`src/rtl/uart_ctrl_pkg.sv`:
```
// Shared definitions for the UART command sequencer: opcodes, operand
// addresses, FSM state encoding and small decode helpers.
package uart_ctrl_pkg;

    localparam logic [7:0] CMD_WR      = 8'hAA;
    localparam logic [7:0] CMD_RD      = 8'hBB;
    localparam logic [7:0] CMD_ALU_OP  = 8'hCC;
    localparam logic [7:0] CMD_ALU_NOP = 8'hDD;

    localparam int OPA_ADDR = 0;
    localparam int OPB_ADDR = 1;

    typedef enum logic [3:0] {
        IDLE,
        WR_ADDR,
        WR_DATA,
        RD_ADDR,
        RD_WAIT,
        ALU_A,
        ALU_B,
        ALU_FUN,
        ALU_WAIT,
        TX_SEND
    } state_t;

    // First state of a frame for a given opcode; IDLE means "not a command".
    function automatic state_t cmd_to_state(input logic [7:0] cmd);
        case (cmd)
            CMD_WR:      return WR_ADDR;
            CMD_RD:      return RD_ADDR;
            CMD_ALU_OP:  return ALU_A;
            CMD_ALU_NOP: return ALU_FUN;
            default:     return IDLE;
        endcase
    endfunction

    // States that are waiting for the next byte of a partially received frame.
    function automatic logic is_mid_frame(input state_t s);
        return (s == WR_ADDR) || (s == WR_DATA) || (s == RD_ADDR) ||
               (s == ALU_A)   || (s == ALU_B)   || (s == ALU_FUN);
    endfunction

endpackage

```
`src/rtl/uart_cmd_ctrl_if.sv`:
```
// Bundle of the UART RX/TX, register-file and ALU handshake signals seen by
// the command sequencer. master = sequencer side, slave = peripheral side.
interface uart_cmd_ctrl_if #(
    parameter int DATA_WIDTH    = 8,
    parameter int ADDR_WIDTH    = 4,
    parameter int TX_DATA_WIDTH = 16,
    parameter int FUN_WIDTH     = 4
);
    logic [DATA_WIDTH-1:0]    RX_P_DATA;
    logic                     RX_D_VLD;
    logic [TX_DATA_WIDTH-1:0] TX_P_DATA;
    logic                     TX_D_VLD;
    logic                     TX_Busy;
    logic                     WrEn;
    logic                     RdEn;
    logic [ADDR_WIDTH-1:0]    Address;
    logic [DATA_WIDTH-1:0]    WrData;
    logic [DATA_WIDTH-1:0]    RdData;
    logic                     RdData_Valid;
    logic                     ALU_EN;
    logic [FUN_WIDTH-1:0]     ALU_FUN;
    logic [TX_DATA_WIDTH-1:0] ALU_OUT;
    logic                     OUT_Valid;
    logic                     CLK_GATE_EN;
    logic                     Frame_Drop;

    modport master (
        input  RX_P_DATA, RX_D_VLD, TX_Busy, RdData, RdData_Valid, ALU_OUT, OUT_Valid,
        output TX_P_DATA, TX_D_VLD, WrEn, RdEn, Address, WrData, ALU_EN, ALU_FUN,
               CLK_GATE_EN, Frame_Drop
    );

    modport slave (
        output RX_P_DATA, RX_D_VLD, TX_Busy, RdData, RdData_Valid, ALU_OUT, OUT_Valid,
        input  TX_P_DATA, TX_D_VLD, WrEn, RdEn, Address, WrData, ALU_EN, ALU_FUN,
               CLK_GATE_EN, Frame_Drop
    );

endinterface

```
`src/rtl/uart_cmd_ctrl.sv`:
```
// UART command sequencer: decodes framed commands into regfile/ALU strobes and
// returns results to the UART TX. Define UART_CMD_CTRL_TIMEOUT_EN for a frame timeout.
module uart_cmd_ctrl
    import uart_ctrl_pkg::*;
#(
    parameter int DATA_WIDTH    = 8,
    parameter int ADDR_WIDTH    = 4,
    parameter int TX_DATA_WIDTH = 16,
    parameter int FUN_WIDTH     = 4
`ifdef UART_CMD_CTRL_TIMEOUT_EN
    ,
    parameter int TIMEOUT_W     = 16
`endif
) (
    input  logic            CLK,
    input  logic            RST,
    uart_cmd_ctrl_if.master bus
);

    state_t                   state_reg, state_next;
    logic [ADDR_WIDTH-1:0]    addr_reg, addr_next;
    logic [DATA_WIDTH-1:0]    wr_data_reg, wr_data_next;
    logic [FUN_WIDTH-1:0]     fun_reg, fun_next;
    logic [TX_DATA_WIDTH-1:0] tx_data_reg, tx_data_next;
    logic                     wr_en_reg, wr_en_next;
    logic                     rd_en_reg, rd_en_next;
    logic                     alu_en_reg, alu_en_next;
    logic                     gate_reg, gate_next;
    logic                     drop_reg, drop_next;

    logic                     rx_vld;
    logic [DATA_WIDTH-1:0]    rx_byte;
    logic                     timeout_hit;
    state_t                   cmd_state;

    assign rx_vld    = bus.RX_D_VLD;
    assign rx_byte   = bus.RX_P_DATA;
    assign cmd_state = cmd_to_state(rx_byte[7:0]);

`ifdef UART_CMD_CTRL_TIMEOUT_EN
    logic [TIMEOUT_W-1:0] tmo_cnt_reg;
    logic                 mid_frame;

    assign mid_frame = is_mid_frame(state_reg);

    // Counts idle cycles between bytes of a frame; any byte restarts it.
    always_ff @(posedge CLK) begin
        if (RST || rx_vld || !mid_frame) begin
            tmo_cnt_reg <= '0;
        end else begin
            tmo_cnt_reg <= tmo_cnt_reg + TIMEOUT_W'(1);
        end
    end

    assign timeout_hit = mid_frame && !rx_vld && (tmo_cnt_reg == '1);
`else
    assign timeout_hit = 1'b0;
`endif

    always_comb begin
        state_next   = state_reg;
        addr_next    = addr_reg;
        wr_data_next = wr_data_reg;
        fun_next     = fun_reg;
        tx_data_next = tx_data_reg;
        wr_en_next   = 1'b0;
        rd_en_next   = 1'b0;
        alu_en_next  = 1'b0;
        drop_next    = 1'b0;

        if (timeout_hit) begin
            state_next = IDLE;
            drop_next  = 1'b1;
        end else begin
            case (state_reg)
                IDLE: begin
                    if (rx_vld) begin
                        state_next = cmd_state;
                        drop_next  = (cmd_state == IDLE);
                    end
                end
                WR_ADDR: begin
                    if (rx_vld) begin
                        addr_next  = rx_byte[ADDR_WIDTH-1:0];
                        state_next = WR_DATA;
                    end
                end
                WR_DATA: begin
                    if (rx_vld) begin
                        wr_data_next = rx_byte;
                        wr_en_next   = 1'b1;
                        state_next   = IDLE;
                    end
                end
                RD_ADDR: begin
                    if (rx_vld) begin
                        addr_next  = rx_byte[ADDR_WIDTH-1:0];
                        rd_en_next = 1'b1;
                        state_next = RD_WAIT;
                    end
                end
                RD_WAIT: begin
                    drop_next = rx_vld;
                    if (bus.RdData_Valid) begin
                        tx_data_next = TX_DATA_WIDTH'(bus.RdData);
                        state_next   = TX_SEND;
                    end
                end
                ALU_A: begin
                    if (rx_vld) begin
                        addr_next    = ADDR_WIDTH'(OPA_ADDR);
                        wr_data_next = rx_byte;
                        wr_en_next   = 1'b1;
                        state_next   = ALU_B;
                    end
                end
                ALU_B: begin
                    if (rx_vld) begin
                        addr_next    = ADDR_WIDTH'(OPB_ADDR);
                        wr_data_next = rx_byte;
                        wr_en_next   = 1'b1;
                        state_next   = ALU_FUN;
                    end
                end
                ALU_FUN: begin
                    if (rx_vld) begin
                        fun_next    = rx_byte[FUN_WIDTH-1:0];
                        alu_en_next = 1'b1;
                        state_next  = ALU_WAIT;
                    end
                end
                ALU_WAIT: begin
                    drop_next = rx_vld;
                    if (bus.OUT_Valid) begin
                        tx_data_next = bus.ALU_OUT;
                        state_next   = TX_SEND;
                    end
                end
                TX_SEND: begin
                    drop_next = rx_vld;
                    if (!bus.TX_Busy) begin
                        state_next = IDLE;
                    end
                end
                default: begin
                    state_next = IDLE;
                end
            endcase
        end

        // Registered from the next state so the ALU clock is already running
        // in the cycle ALU_EN is presented.
        gate_next = (state_next == ALU_FUN) || (state_next == ALU_WAIT);
    end

    always_ff @(posedge CLK) begin
        if (RST) begin
            state_reg   <= IDLE;
            addr_reg    <= '0;
            wr_data_reg <= '0;
            fun_reg     <= '0;
            tx_data_reg <= '0;
            wr_en_reg   <= 1'b0;
            rd_en_reg   <= 1'b0;
            alu_en_reg  <= 1'b0;
            gate_reg    <= 1'b0;
            drop_reg    <= 1'b0;
        end else begin
            state_reg   <= state_next;
            addr_reg    <= addr_next;
            wr_data_reg <= wr_data_next;
            fun_reg     <= fun_next;
            tx_data_reg <= tx_data_next;
            wr_en_reg   <= wr_en_next;
            rd_en_reg   <= rd_en_next;
            alu_en_reg  <= alu_en_next;
            gate_reg    <= gate_next;
            drop_reg    <= drop_next;
        end
    end

    // Strobes are masked by RST so a reset cycle can never commit an access.
    assign bus.WrEn        = wr_en_reg  && !RST;
    assign bus.RdEn        = rd_en_reg  && !RST;
    assign bus.ALU_EN      = alu_en_reg && !RST;
    assign bus.TX_D_VLD    = (state_reg == TX_SEND) && !bus.TX_Busy && !RST;
    assign bus.TX_P_DATA   = tx_data_reg;
    assign bus.Address     = addr_reg;
    assign bus.WrData      = wr_data_reg;
    assign bus.ALU_FUN     = fun_reg;
    assign bus.CLK_GATE_EN = gate_reg;
    assign bus.Frame_Drop  = drop_reg;

endmodule

```
`src/flat_wrapper.sv`:
```
// flat-port wrapper written by rule: the top's interface ports become plain ports
module uart_cmd_ctrl_flat import uart_ctrl_pkg::*;
#(
    parameter int DATA_WIDTH    = 8,
    parameter int ADDR_WIDTH    = 4,
    parameter int TX_DATA_WIDTH = 16,
    parameter int FUN_WIDTH     = 4

)
  (CLK, RST, bus_RX_P_DATA, bus_RX_D_VLD, bus_TX_Busy, bus_RdData, bus_RdData_Valid, bus_ALU_OUT, bus_OUT_Valid, bus_TX_P_DATA, bus_TX_D_VLD, bus_WrEn, bus_RdEn, bus_Address, bus_WrData, bus_ALU_EN, bus_ALU_FUN, bus_CLK_GATE_EN, bus_Frame_Drop);
  uart_cmd_ctrl_if #(.DATA_WIDTH(DATA_WIDTH), .ADDR_WIDTH(ADDR_WIDTH), .TX_DATA_WIDTH(TX_DATA_WIDTH), .FUN_WIDTH(FUN_WIDTH)) bus_i ();
  input  logic CLK;
  input  logic RST;
  input wire logic [$bits(bus_i.RX_P_DATA)-1:0] bus_RX_P_DATA;
  input wire logic [$bits(bus_i.RX_D_VLD)-1:0] bus_RX_D_VLD;
  input wire logic [$bits(bus_i.TX_Busy)-1:0] bus_TX_Busy;
  input wire logic [$bits(bus_i.RdData)-1:0] bus_RdData;
  input wire logic [$bits(bus_i.RdData_Valid)-1:0] bus_RdData_Valid;
  input wire logic [$bits(bus_i.ALU_OUT)-1:0] bus_ALU_OUT;
  input wire logic [$bits(bus_i.OUT_Valid)-1:0] bus_OUT_Valid;
  output wire logic [$bits(bus_i.TX_P_DATA)-1:0] bus_TX_P_DATA;
  output wire logic [$bits(bus_i.TX_D_VLD)-1:0] bus_TX_D_VLD;
  output wire logic [$bits(bus_i.WrEn)-1:0] bus_WrEn;
  output wire logic [$bits(bus_i.RdEn)-1:0] bus_RdEn;
  output wire logic [$bits(bus_i.Address)-1:0] bus_Address;
  output wire logic [$bits(bus_i.WrData)-1:0] bus_WrData;
  output wire logic [$bits(bus_i.ALU_EN)-1:0] bus_ALU_EN;
  output wire logic [$bits(bus_i.ALU_FUN)-1:0] bus_ALU_FUN;
  output wire logic [$bits(bus_i.CLK_GATE_EN)-1:0] bus_CLK_GATE_EN;
  output wire logic [$bits(bus_i.Frame_Drop)-1:0] bus_Frame_Drop;
  assign bus_i.RX_P_DATA = bus_RX_P_DATA;
  assign bus_i.RX_D_VLD = bus_RX_D_VLD;
  assign bus_i.TX_Busy = bus_TX_Busy;
  assign bus_i.RdData = bus_RdData;
  assign bus_i.RdData_Valid = bus_RdData_Valid;
  assign bus_i.ALU_OUT = bus_ALU_OUT;
  assign bus_i.OUT_Valid = bus_OUT_Valid;
  assign bus_TX_P_DATA = bus_i.TX_P_DATA;
  assign bus_TX_D_VLD = bus_i.TX_D_VLD;
  assign bus_WrEn = bus_i.WrEn;
  assign bus_RdEn = bus_i.RdEn;
  assign bus_Address = bus_i.Address;
  assign bus_WrData = bus_i.WrData;
  assign bus_ALU_EN = bus_i.ALU_EN;
  assign bus_ALU_FUN = bus_i.ALU_FUN;
  assign bus_CLK_GATE_EN = bus_i.CLK_GATE_EN;
  assign bus_Frame_Drop = bus_i.Frame_Drop;
  uart_cmd_ctrl #(.DATA_WIDTH(DATA_WIDTH), .ADDR_WIDTH(ADDR_WIDTH), .TX_DATA_WIDTH(TX_DATA_WIDTH), .FUN_WIDTH(FUN_WIDTH)) u_core (.CLK(CLK), .RST(RST), .bus(bus_i));
endmodule
```
`config.mk`:
```
export PLATFORM = sky130hd
export DESIGN_NAME = uart_cmd_ctrl_flat
export DESIGN_NICKNAME = d
export VERILOG_FILES = /design/src/rtl/uart_ctrl_pkg.sv /design/src/rtl/uart_cmd_ctrl_if.sv /design/src/rtl/uart_cmd_ctrl.sv /design/src/flat_wrapper.sv
export SDC_FILE = /design/constraint.sdc
export NUM_CORES = 1
export LEC_CHECK = 0
export CORE_ASPECT_RATIO = 0.5
export CORE_MARGIN = 3
export CORE_UTILIZATION = 30
export DETAILED_ROUTE_END_ITERATION = 8
export GPL_ROUTABILITY_DRIVEN = 0
export GPL_TIMING_DRIVEN = 0
export MAX_ROUTING_LAYER = met4
export PLACE_DENSITY_LB_ADDON = 0.3
export SYNTH_ARGS = -nofsm -noshare
export SYNTH_HDL_FRONTEND = slang
export SYNTH_SLANG_ARGS = --single-unit
export TNS_END_PERCENT = 10
```
`constraint.sdc`:
```
create_clock -name CLK -period 3.4 [get_ports CLK]
set_input_delay 0.34 -clock CLK [delete_from_list [all_inputs] [get_ports CLK]]
set_output_delay 0.34 -clock CLK [all_outputs]
set_load 0.005 [all_outputs]
```
# Word level (Yosys, flattened, before mapping)
# Cells that the tools add are included.
dict set report word_totals {
  elab_cells 77
  regBits 41
}
dict set report op_classes {
  muxes 22
  bitwise 3
  n_reduce_logical 22
  n_eq_ne 20
}
# cell count
set op_table {}
lappend op_table {{$mux W4} 13}
lappend op_table {{$pmux W4 S10} 1}
lappend op_table {{$eq A8 B8 Y1 const B} 4}
lappend op_table {{$mux W16} 2}
lappend op_table {{$pmux W16 S2} 1}
lappend op_table {{$eq A4 B3 Y1 const B} 5}
lappend op_table {{$eq A4 B4 Y1 const B} 3}
lappend op_table {{$pmux W3 S4} 1}
lappend op_table {{$pmux W4 S3} 1}
lappend op_table {{$eq A4 B2 Y1 const B} 2}
lappend op_table {{$logic_not A4 Y1} 2}
lappend op_table {{$ne A2 B2 Y1 const B} 4}
lappend op_table {{$reduce_or A2 Y1} 4}
lappend op_table {{$reduce_or A3 Y1} 2}
lappend op_table {{$logic_and A1 B1 Y1} 5}
lappend op_table {{$eq A4 B1 Y1 const B} 1}
lappend op_table {{$reduce_and A2 Y1} 2}
lappend op_table {{$reduce_and A4 Y1} 1}
lappend op_table {{$not A1 Y1} 3}
lappend op_table {{$reduce_and A3 Y1} 1}
lappend op_table {{$reduce_bool A3 Y1} 1}
lappend op_table {{$logic_not A1 Y1} 2}
lappend op_table {{$mux W1} 2}
lappend op_table {{$ne A2 B1 Y1 const B} 1}
lappend op_table {{other kinds (3)} 3}

# Logic depth before layout (Yosys ltp)
# Gate-level depths: netlist of the first run.
dict set report logic_depth {
  word_depth 6
  mapped_depth 7
}

# Least setup slack after synthesis of the first run
# Ideal clock, no wire load.
dict set report synth_path {
  path_kind {register to register}
  from {register u_core.state_reg[0]}
  to {register u_core.gate_reg, in the netlist u_core.bus.CLK_GATE_EN}
  path_slack_ps 1705
  path_stages_with_launch 7
  required_time_ps 3333
  arrival_time_ps 1627
  path_buffers 1
  cell_sequence {dfxtp_1 -> buf_6 -> or4b_4 -> a2111oi_4 -> a211oi_1 -> a211o_1 -> a21oi_2}
}
dict set report synth_via {
  elab_chain_cells 4
}
# item line_no
set synth_lines {}
lappend synth_lines {{start, declared} uart_cmd_ctrl.sv:20} ;# state_t state_reg, state_next;
lappend synth_lines {{start signal, assigned} uart_cmd_ctrl.sv:169} ;# state_reg <= state_next;
lappend synth_lines {{$eq A4 B4 Y1, or another cell as far along} uart_cmd_ctrl.sv:75} ;# case (state_reg)
lappend synth_lines {{$pmux W4 S10 *} uart_cmd_ctrl.sv:75}
lappend synth_lines {{$eq A4 B3 Y1 / $eq A4 B4 Y1 (equally long branches)} uart_cmd_ctrl.sv:153} ;# gate_next = (state_next == ALU_FUN) || (state_next == ALU_WAIT);
lappend synth_lines {{$logic_or A1 B1 Y1 *} uart_cmd_ctrl.sv:153}
lappend synth_lines {{end signal, assigned} uart_cmd_ctrl.sv:177} ;# gate_reg <= gate_next;
lappend synth_lines {{end, declared} uart_cmd_ctrl.sv:28} ;# logic gate_reg, gate_next;
# Mark *: on every way between the ends. The rest lies on a longest branch, timed or not.
# A chain may end at the register's enable or synchronous reset.

# Worst setup path in the final report of the first run
dict set report layout_path {
  from {register u_core.state_reg[0]}
  to {output port bus_TX_D_VLD}
}
dict set report layout_via {
  elab_chain_cells 3
}
# item line_no
set layout_lines {}
lappend layout_lines {{$eq A4 B4 Y1} uart_cmd_ctrl.sv:186} ;# assign bus.TX_D_VLD = (state_reg == TX_SEND) && !bus.TX_Busy && !RST;
lappend layout_lines {{$logic_and A1 B1 Y1 (2 in series)} uart_cmd_ctrl.sv:186}
lappend layout_lines {{end, declared} flat_wrapper.sv:22} ;# output wire logic [$bits(bus_i.TX_D_VLD)-1:0] bus_TX_D_VLD;
# Every way passes these cells.

==> flow_summary.yaml, run 1 <==
status:
  outcome: "finished, final reports clean"
floorplan:
  core-area_mm2: 0.005705
  die_y_um: 61.43
  die_area_mm2: 0.007177
  die_w_um: 116.8
  ios: 76
  num_rows: 19
  initial_core_util_pct: 32.30
grt:
  grt-ovfl-total: 0
  grtUsageTotal_pct: 14.80
  antenna_found_initial: 0
  grt_max_degree: 15
  grt_first_pass_wirelength_um: 7921
  grt_pass1_vias: 1567
sta:
  period_share_pct: 66.05
  fmax_ghz: 0.4453
  tightest_slew_ns: 0.6028
  max_slew_margin_pct: 59.66
  slew_violations: 0
  hold_viol: 0
  setup_violations: 0
  rsz0062_at_grt: "false"
  fin_crit_ns: 2.246
  finalClockSkew_ns: 0.005843
  setup_tns_ns: 0
logic_synthesis:
  ys_warn_count: 0
  ys_seq_elements: 41
  ys_types: 36
  syn_nets: 241
  syn_inst: 203
  synth-edff-count: 0
  synthArstFlopShare_pct: 0
  syn_area_mm2: 0.001843
  synth_ff_type: "dfxtp_1"
  synth_seq_area_share_pct: 44.53
  syn_area_per_cell_um2: 9.079
route:
  vias_per_cell: 4.824
  ant_nets: 0
  avgRoutedWirePerCell_um: 14.13
  drtPass1Iterations: 4
  route.detailed.drc: 0
  dr.first_iter.drc_count: 96
  finalWirelength_um: 5057
  via_count: 1727
pwr:
  pwr-share-clk_pct: 45.3
  p_leak_nw: 0.9359
  power_frac_seq_pct: 46.6
  p_sw_share_pct: 22.29
  max-vdd-ir-drop_v: 0.0001825
  power_density_mw_per_mm2: 367.0
  p_switching_w: 0.0002308
  power_frac_comb_pct: 8.1
  internal-power_w: 0.0008046
clock_network:
  clk_latency_ns: 0.28
  path_clk_slew_ns: 0.06
  htree_levels: 2
  cts_sinks: 41
  root_buffer: "clkbuf_16"
  numCtsBuffers: 5
  postCtsSetupBuffers: 0
  cts_tree: "done"
  clockBufferDepth: 2
  cts-hold-fix-buffers: 0
  cts_resized: 0
setup_path:
  critPathRequiredTime_ns: 3.06
  endpoint_kind: "primary output"
  start_kind: "register"
  criticalPathCategory: "reg -> out"
  cp_slowest_cell: "clkdlybuf4s50_1"
  max_stage_delay_ns: 0.55
  path_max_fanout: 10
  path_cells: "buf_6, buf_2, inv_1, nor4b_1, clkdlybuf4s50_1"
  critPathArrivalTime_ns: 1.91
place:
  numPortBuffers: 74
  place_area_mm2: 0.002675
  dp.final_hpwl_um: 3875
cells_and_area:
  largest_reg_flops: 16
  final_area_mm2: 0.002821
  area_growth_pct: 53.09
  fin_nets: 322
  antennaDiodeCount: 0
  layout-drive-gt1-share_pct: 6.667
hold_path:
  hp-class: "reg -> reg"
run:
  drv_cap: 0
==> cells in the mapped netlist, types with 2 or more instances <==
library cell | instances | area [um^2]
nor2_1 | 36 | 135.1
a22oi_1 | 8 | 60.06
a21oi_1 | 12 | 60.06
a211oi_1 | 9 | 67.56
mux2i_1 | 20 | 200.2
dfxtp_1 | 41 | 820.8
nand4bb_1 | 2 | 22.52
nand3b_1 | 3 | 22.52
nor2b_1 | 7 | 43.79
clkbuf_1 | 8 | 30.03
a211o_1 | 3 | 26.28
o21ai_0 | 3 | 15.01
buf_2 | 5 | 25.02
nor3_1 | 4 | 20.02
nand2_1 | 10 | 37.54
nand3_1 | 4 | 20.02
or3_1 | 2 | 12.51
nand2b_1 | 8 | 50.05
==> worst paths after layout <==
check                                     startpoint                            endpoint  slack, ns  depth (start not counted)
setup / recovery      u_core.state_reg[0]$_SDFF_PP0_                        bus_TX_D_VLD       1.15                          5
hold / removal    u_core.bus.Address[0]$_SDFFE_PP0P_  u_core.bus.Address[0]$_SDFFE_PP0P_       0.46                          2
setup reg to reg      u_core.state_reg[2]$_SDFF_PP0_   u_core.bus.CLK_GATE_EN$_SDFF_PP0_       1.45                          6
hold reg to reg   u_core.bus.Address[0]$_SDFFE_PP0P_  u_core.bus.Address[0]$_SDFFE_PP0P_       0.46                          2
==> power by group through the flow <==
stage	combinational (W)	clock, W	sequential [W]
5_1_grt	0.0000902	0.000502	0.000483
3_3_place_gp	0.0000828	0	0.000494
2_1_floorplan	0.0000260	0	0.000494
4_1_cts	0.0000840	0.000485	0.000483
3_5_place_dp	0.0000837	0	0.000494
6_report	0.0000838	0.000469	0.000483
==> cells by family (layout without fill, tap and decap cells) <==
| logic type | count (synthesis) | in the layout | synth area share [%] |
|---|---|---|---|
| buffers and inverters | 15 | 97 | 3.801 |
| multiplexers | 20 | 20 | 10.86 |
| AO/OA/AOI/OAI | 41 | 41 | 16.23 |
| XOR/XNOR | 2 | 2 | 0.9506 |
| AND/OR/NAND/NOR | 84 | 84 | 23.63 |
| flip-flops | 41 | 41 | 44.54 |
==> placed cells by master (no fill, tap or decap), drive strengths merged, types with 7 or more instances in the layout <==
master,instances
nor2b,7
nor2,37
nand2,10
clkdlybuf4s50,74
nand2b,8
a21oi,13
mux2i,20
clkbuf,13
a22oi,8
dfxtp,41
a211oi,9
==> per-stage QoR <==
step	worst slack [ns]	std cells	total power [W]	hold slack (ns)	utilization, %
after floorplan	1.705	203	0.0005196	0.4482	-
after global placement	1.063	350	0.0005764	0.4430	46.89
after detailed placement	1.086	350	0.0005773	0.4493	46.89
after CTS	1.135	358	0.001051	0.4590	49.45
after global routing	0.9888	358	0.001075	0.4849	49.45
final	1.154	358	0.001035	0.4571	49.45
==> area by class of cell <==
class	count	area, um^2
clock buffer	5	125.1
buffer	14	66.31
sequential	41	820.8
fill	565	2884
clock inverter	3	21.27
multi-input combinational	147	952.2
tap	73	91.34
inverter	1	3.754
timing repair buffer	74	740.7
==> worst max-delay path, delay by kind of cell, from the launching register on <==
kind | cells | cell delay, ns
buf+inv | 4 | 1.01
simple gates | 1 | 0.29
flops | 1 | 0.32
==> routing by layer <==
metal | share of wire, % | vias up | GRT usage (%)
li1 | - | 885 | -
met1 | 49 | 792 | 20.59
met2 | 45 | 45 | 21.42
met3 | 4.6 | 5 | 3.533
met4 | 0.65 | 0 | 4.248
met5 | 0 | - | -
(Power assumes the default switching activity.)
==> run 2: changes to the inputs <==
clock period = 2.1 ns   (was 3.4 ns; I/O delays follow)
==> run 2 against run 1 <==
Compared with the run above:
- clock power rose by 62%
- first-iteration DRC count fell by 16%
- register-to-register slack worse by 1.2 ns
- utilization grew 0.066 points
- largest cell class unchanged
- sequential power grew 62%
- non-clock buffer count decreased by 1
==> flow_summary.yaml, run 2 (synthesized netlist as in run 1, its figures left out) <==
status:
  outcome: "finished, final reports clean"
grt:
  grt_pass1_vias: 1548
  grt_first_pass_wirelength_um: 7866
  grtUsageTotal_pct: 14.72
  antenna_found_initial: 0
  grt_max_degree: 19
  grt-ovfl-total: 0
cells_and_area:
  final_cells: 357
  final_area_mm2: 0.002825
  antennaDiodeCount: 0
  ff_latch_area_um2: 820.8
  fin_nets: 321
  largest_reg_flops: 16
  final_cell_mix: "clkdlybuf4s50_1, dfxtp_1, nor2_1"
  layout-drive-gt1-share_pct: 7.042
  multi_input_area_um2: 960.9
  area_growth_pct: 53.29
  final_common_cell: "clkdlybuf4s50_1"
  nFillCells: 563
floorplan:
  die_y_um: 61.43
  die_area_mm2: 0.007177
  ios: 76
  num_rows: 19
  die_w_um: 116.8
  core-area_mm2: 0.005705
  initial_core_util_pct: 32.30
clock_network:
  clockBufferDepth: 2
  root_buffer: "clkbuf_16"
  path_clk_slew_ns: 0.06
  htree_levels: 2
  cts-hold-fix-buffers: 0
  clk_latency_ns: 0.28
  cts_resized: 0
  postCtsSetupBuffers: 0
  cts_sinks: 41
  cts_tree: "done"
  numCtsBuffers: 5
sta:
  period_share_pct: 93.11
  fmax_ghz: 0.5114
  setup_violations: 0
  max_slew_margin_pct: 64.08
  slew_violations: 0
  tightest_slew_ns: 0.5383
  hold_viol: 0
  fin_crit_ns: 1.955
  finalClockSkew_ns: 0.006538
  rsz0062_at_grt: "false"
route:
  route.detailed.drc: 0
  finalWirelength_um: 5021
  avgRoutedWirePerCell_um: 14.06
  ant_nets: 0
  vias_per_cell: 4.840
  drtPass1Iterations: 4
  via_count: 1728
  dr.first_iter.drc_count: 81
setup_path:
  path_max_fanout: 10
  start_kind: "register"
  criticalPathCategory: "reg -> out"
  critPathArrivalTime_ns: 1.75
  endpoint_kind: "primary output"
  critPathRequiredTime_ns: 1.89
pwr:
  p_leak_nw: 0.9311
  max-vdd-ir-drop_v: 0.0002966
  power_density_mw_per_mm2: 594.3
place:
  numPortBuffers: 74
  dp_cells: 350
  dp.final_hpwl_um: 3875
  place_area_mm2: 0.002675
hold_path:
  hp-class: "in -> reg"
run:
  drv_cap: 0
-- run 2: cell count changes in the layout (fill, tap and decap cells not counted) --
cell	delta
nor4b_1	-1
nor2_2	+1
nor4b_2	+1
buf_2	-1
nor2_1	-1
-- run 2: per-stage QoR --
stage | TNS, ns | util (%) | hold WS, ns | power, W | setup slack (ns)
after global placement | -0.1066 | 46.89 | 0.4430 | 0.0009332 | -0.1066
after global routing | 0 | 49.52 | 0.4419 | 0.001741 | 0.03608
after CTS | 0 | 49.36 | 0.4153 | 0.001702 | 0.08923
final | 0 | 49.52 | 0.4257 | 0.001679 | 0.1446
after detailed placement | -0.08426 | 46.89 | 0.4493 | 0.0009347 | -0.08426
after floorplan | 0 | - | 0.3261 | 0.0008413 | 0.4053
-- run 2: report_power, final --
part           switching (W)  internal, W
Combinational      0.0000556    0.0000803
Sequential        0.00000137     0.000780
Clock               0.000319     0.000442
Total               0.000376      0.00130
-- run 2: final timing paths --
kind	start	to	slack (ns)	cells past startpoint
worst max-delay path	u_core.state_reg[1]$_SDFF_PP0_	bus_TX_D_VLD	0.14	4
worst min-delay path	RST	u_core.state_reg[0]$_SDFF_PP0_	0.43	3
worst max register to register	u_core.state_reg[2]$_SDFF_PP0_	u_core.bus.WrData[7]$_SDFFE_PP0P_	0.21	5
worst min register to register	u_core.bus.Address[0]$_SDFFE_PP0P_	u_core.bus.Address[0]$_SDFFE_PP0P_	0.46	2
-- run 2: final cells by class --
type | count | share of cell area [%]
clock buffers | 5 | 4.429
flip-flops and latches | 41 | 29.05
inverters | 1 | 0.1329
plain buffers | 13 | 2.170
well taps | 73 | 3.233
multi-input cells | 147 | 34.01
repair buffers | 74 | 26.22
clock inverters | 3 | 0.7529
-- run 2: critical path, cell delays in order, from the launching register on --
cell             delay, ns
dfxtp_1               0.37
buf_2                 0.22
nor2_1                0.15
nor4b_2               0.20
clkdlybuf4s50_1       0.53
-- run 2: layer usage --
metal / track usage (%) / share of wire [%] / routed length (um) / vias to the layer above
met2: 21.18 / 45 / 2246 / 50
li1: - / - / - / 880
met3: 3.435 / 5.3 / 268 / 2
met1: 20.71 / 49 / 2484 / 796
met4: 3.922 / 0.44 / 22 / 0
met5: - / 0 / 0 / -
==> run 3: changes to the inputs <==
CORE_MARGIN = 2   (was 3)
==> run 3 against run 2 <==
Compared with the run above:
- utilization shrank 2.4 points
- via count grew 2.3%
- flip-flop and latch count is the same
- highest routed layer unchanged
- largest cell class unchanged
- critical path depth is the same
- worst hold slack lost 0.014 ns
- register-to-register slack lost 0.03 ns
==> flow_summary.yaml, run 3 (synthesized netlist as in run 1, its figures left out) <==
route:
  finalWirelength_um: 5008
  vias_per_cell: 4.898
  route.detailed.drc: 0
  drtPass1Iterations: 4
  ant_nets: 0
  via_count: 1768
  avgRoutedWirePerCell_um: 13.87
  dr.first_iter.drc_count: 81
sta:
  setup_violations: 0
  slew_violations: 0
  max_slew_margin_pct: 61.39
  finalClockSkew_ns: 0.003317
  tightest_slew_ns: 0.5771
  setup_tns_ns: 0
  worst_slack_ns: 0.1258
  fin_crit_ns: 1.974
  fmax_ghz: 0.5065
  hold_viol: 0
  rsz0062_at_grt: "false"
  period_share_pct: 94.01
place:
  dp.final_hpwl_um: 3828
  dp_cells: 354
  place_ws_ns: -0.1052
  numPortBuffers: 74
floorplan:
  core-area_mm2: 0.006006
  ios: 76
  die_area_mm2: 0.006825
  num_rows: 20
  die_y_um: 59.43
  initial_core_util_pct: 30.69
  die_w_um: 114.8
clock_network:
  numCtsBuffers: 5
  clk_latency_ns: 0.28
  cts-hold-fix-buffers: 0
  path_clk_slew_ns: 0.06
  cts_sinks: 41
  cts_tree: "done"
  htree_levels: 2
  root_buffer: "clkbuf_16"
  postCtsSetupBuffers: 0
  clockBufferDepth: 2
cells_and_area:
  fin_nets: 321
  area_growth_pct: 53.43
  final_util_pct: 47.08
  largest_reg_flops: 16
  multi_input_area_um2: 958.4
  layout-drive-gt1-share_pct: 6.690
  final_common_cell: "clkdlybuf4s50_1"
  ff_latch_area_um2: 820.8
  final_cells: 361
  antennaDiodeCount: 0
  final_cell_mix: "clkdlybuf4s50_1, dfxtp_1, nor2_1"
  nFillCells: 599
setup_path:
  critPathTopFamily: "buffers and inverters"
  criticalPathCategory: "reg -> out"
  path_cells: "buf_2, nor2_1, nor4b_2, clkdlybuf4s50_1"
  path_max_fanout: 10
  max_stage_delay_ns: 0.53
  cp_slowest_cell: "clkdlybuf4s50_1"
  critPathArrivalTime_ns: 1.76
  cp_num_buf_inv: 2
  critPathRequiredTime_ns: 1.89
  endpoint_kind: "primary output"
  start_kind: "register"
pwr:
  power_density_mw_per_mm2: 589.1
  p_leak_nw: 0.9312
  max-vdd-ir-drop_v: 0.0002635
grt:
  grtUsageTotal_pct: 15.71
  antenna_found_initial: 0
  grt_pass1_vias: 1590
  grt-ovfl-total: 0
  grt_max_degree: 19
  grt_first_pass_wirelength_um: 7976
hold_path:
  hp-class: "in -> reg"
status:
  outcome: "finished, final reports clean"
run:
  drv_cap: 0
[run 3: layout make-up]
cell class                 count  area share (%)
buffer                        13           2.168
clock buffer                   5           4.425
clock inverter                 3          0.7522
inverter                       1          0.1327
multi-input combinational    147           33.89
sequential                    41           29.03
tap                           77           3.407
timing repair buffer          74           26.19
[run 3: timing repair]
item	4_1_cts	5_1_grt
endpoints found under the setup margin	1	1
resized for setup	0	1
hold endpoints to repair	0	0
[run 3: worst reg2reg max path, stage by stage, from the launching register on]
cell	delay, ns
dfxtp_1	0.46
buf_2	0.28
nand3_1	0.16
nor2_1	0.48
nor3_1	0.15
nand2b_1	0.19
a21oi_2	0.13
[run 3: per-stage QoR]
stage               hold slack [ns]   power, W  instance area, um^2
global route                 0.4360   0.001729                 2828
global placement             0.4432  0.0009329                 2680
finish                       0.4120   0.001666                 2828
CTS                          0.4057   0.001682                 2821
floorplan                    0.3261  0.0008413                 1843
detailed placement           0.4476  0.0009347                 2680
[run 3: routing by layer]
layer	GRT usage, %	vias to the layer above	share of wire (%)
met5	-	-	0
met4	4.647	0	1.1
met3	4.294	4	4.4
met2	23.53	35	47
met1	20.86	845	48
li1	-	884	-
[run 3: path summary, 6_finish.rpt]
check / start / to / slack, ns / cells past startpoint
worst max-delay path: u_core.state_reg[1]$_SDFF_PP0_ / bus_TX_D_VLD / 0.13 / 4
worst min-delay path: RST / u_core.state_reg[1]$_SDFF_PP0_ / 0.41 / 3
worst max register to register: u_core.state_reg[1]$_SDFF_PP0_ / u_core.bus.CLK_GATE_EN$_SDFF_PP0_ / 0.18 / 6
worst min register to register: u_core.bus.Address[0]$_SDFFE_PP0P_ / u_core.bus.Address[0]$_SDFFE_PP0P_ / 0.45 / 2
[run 3: report_power, final]
| part | internal [W] | total, W | leakage, nW | switching [W] |
|---|---|---|---|---|
| logic | 0.0000804 | 0.000135 | 0.531 | 0.0000547 |
| registers | 0.000781 | 0.000782 | 0.330 | 0.00000141 |
| clock network | 0.000442 | 0.000749 | 0.0702 | 0.000307 |
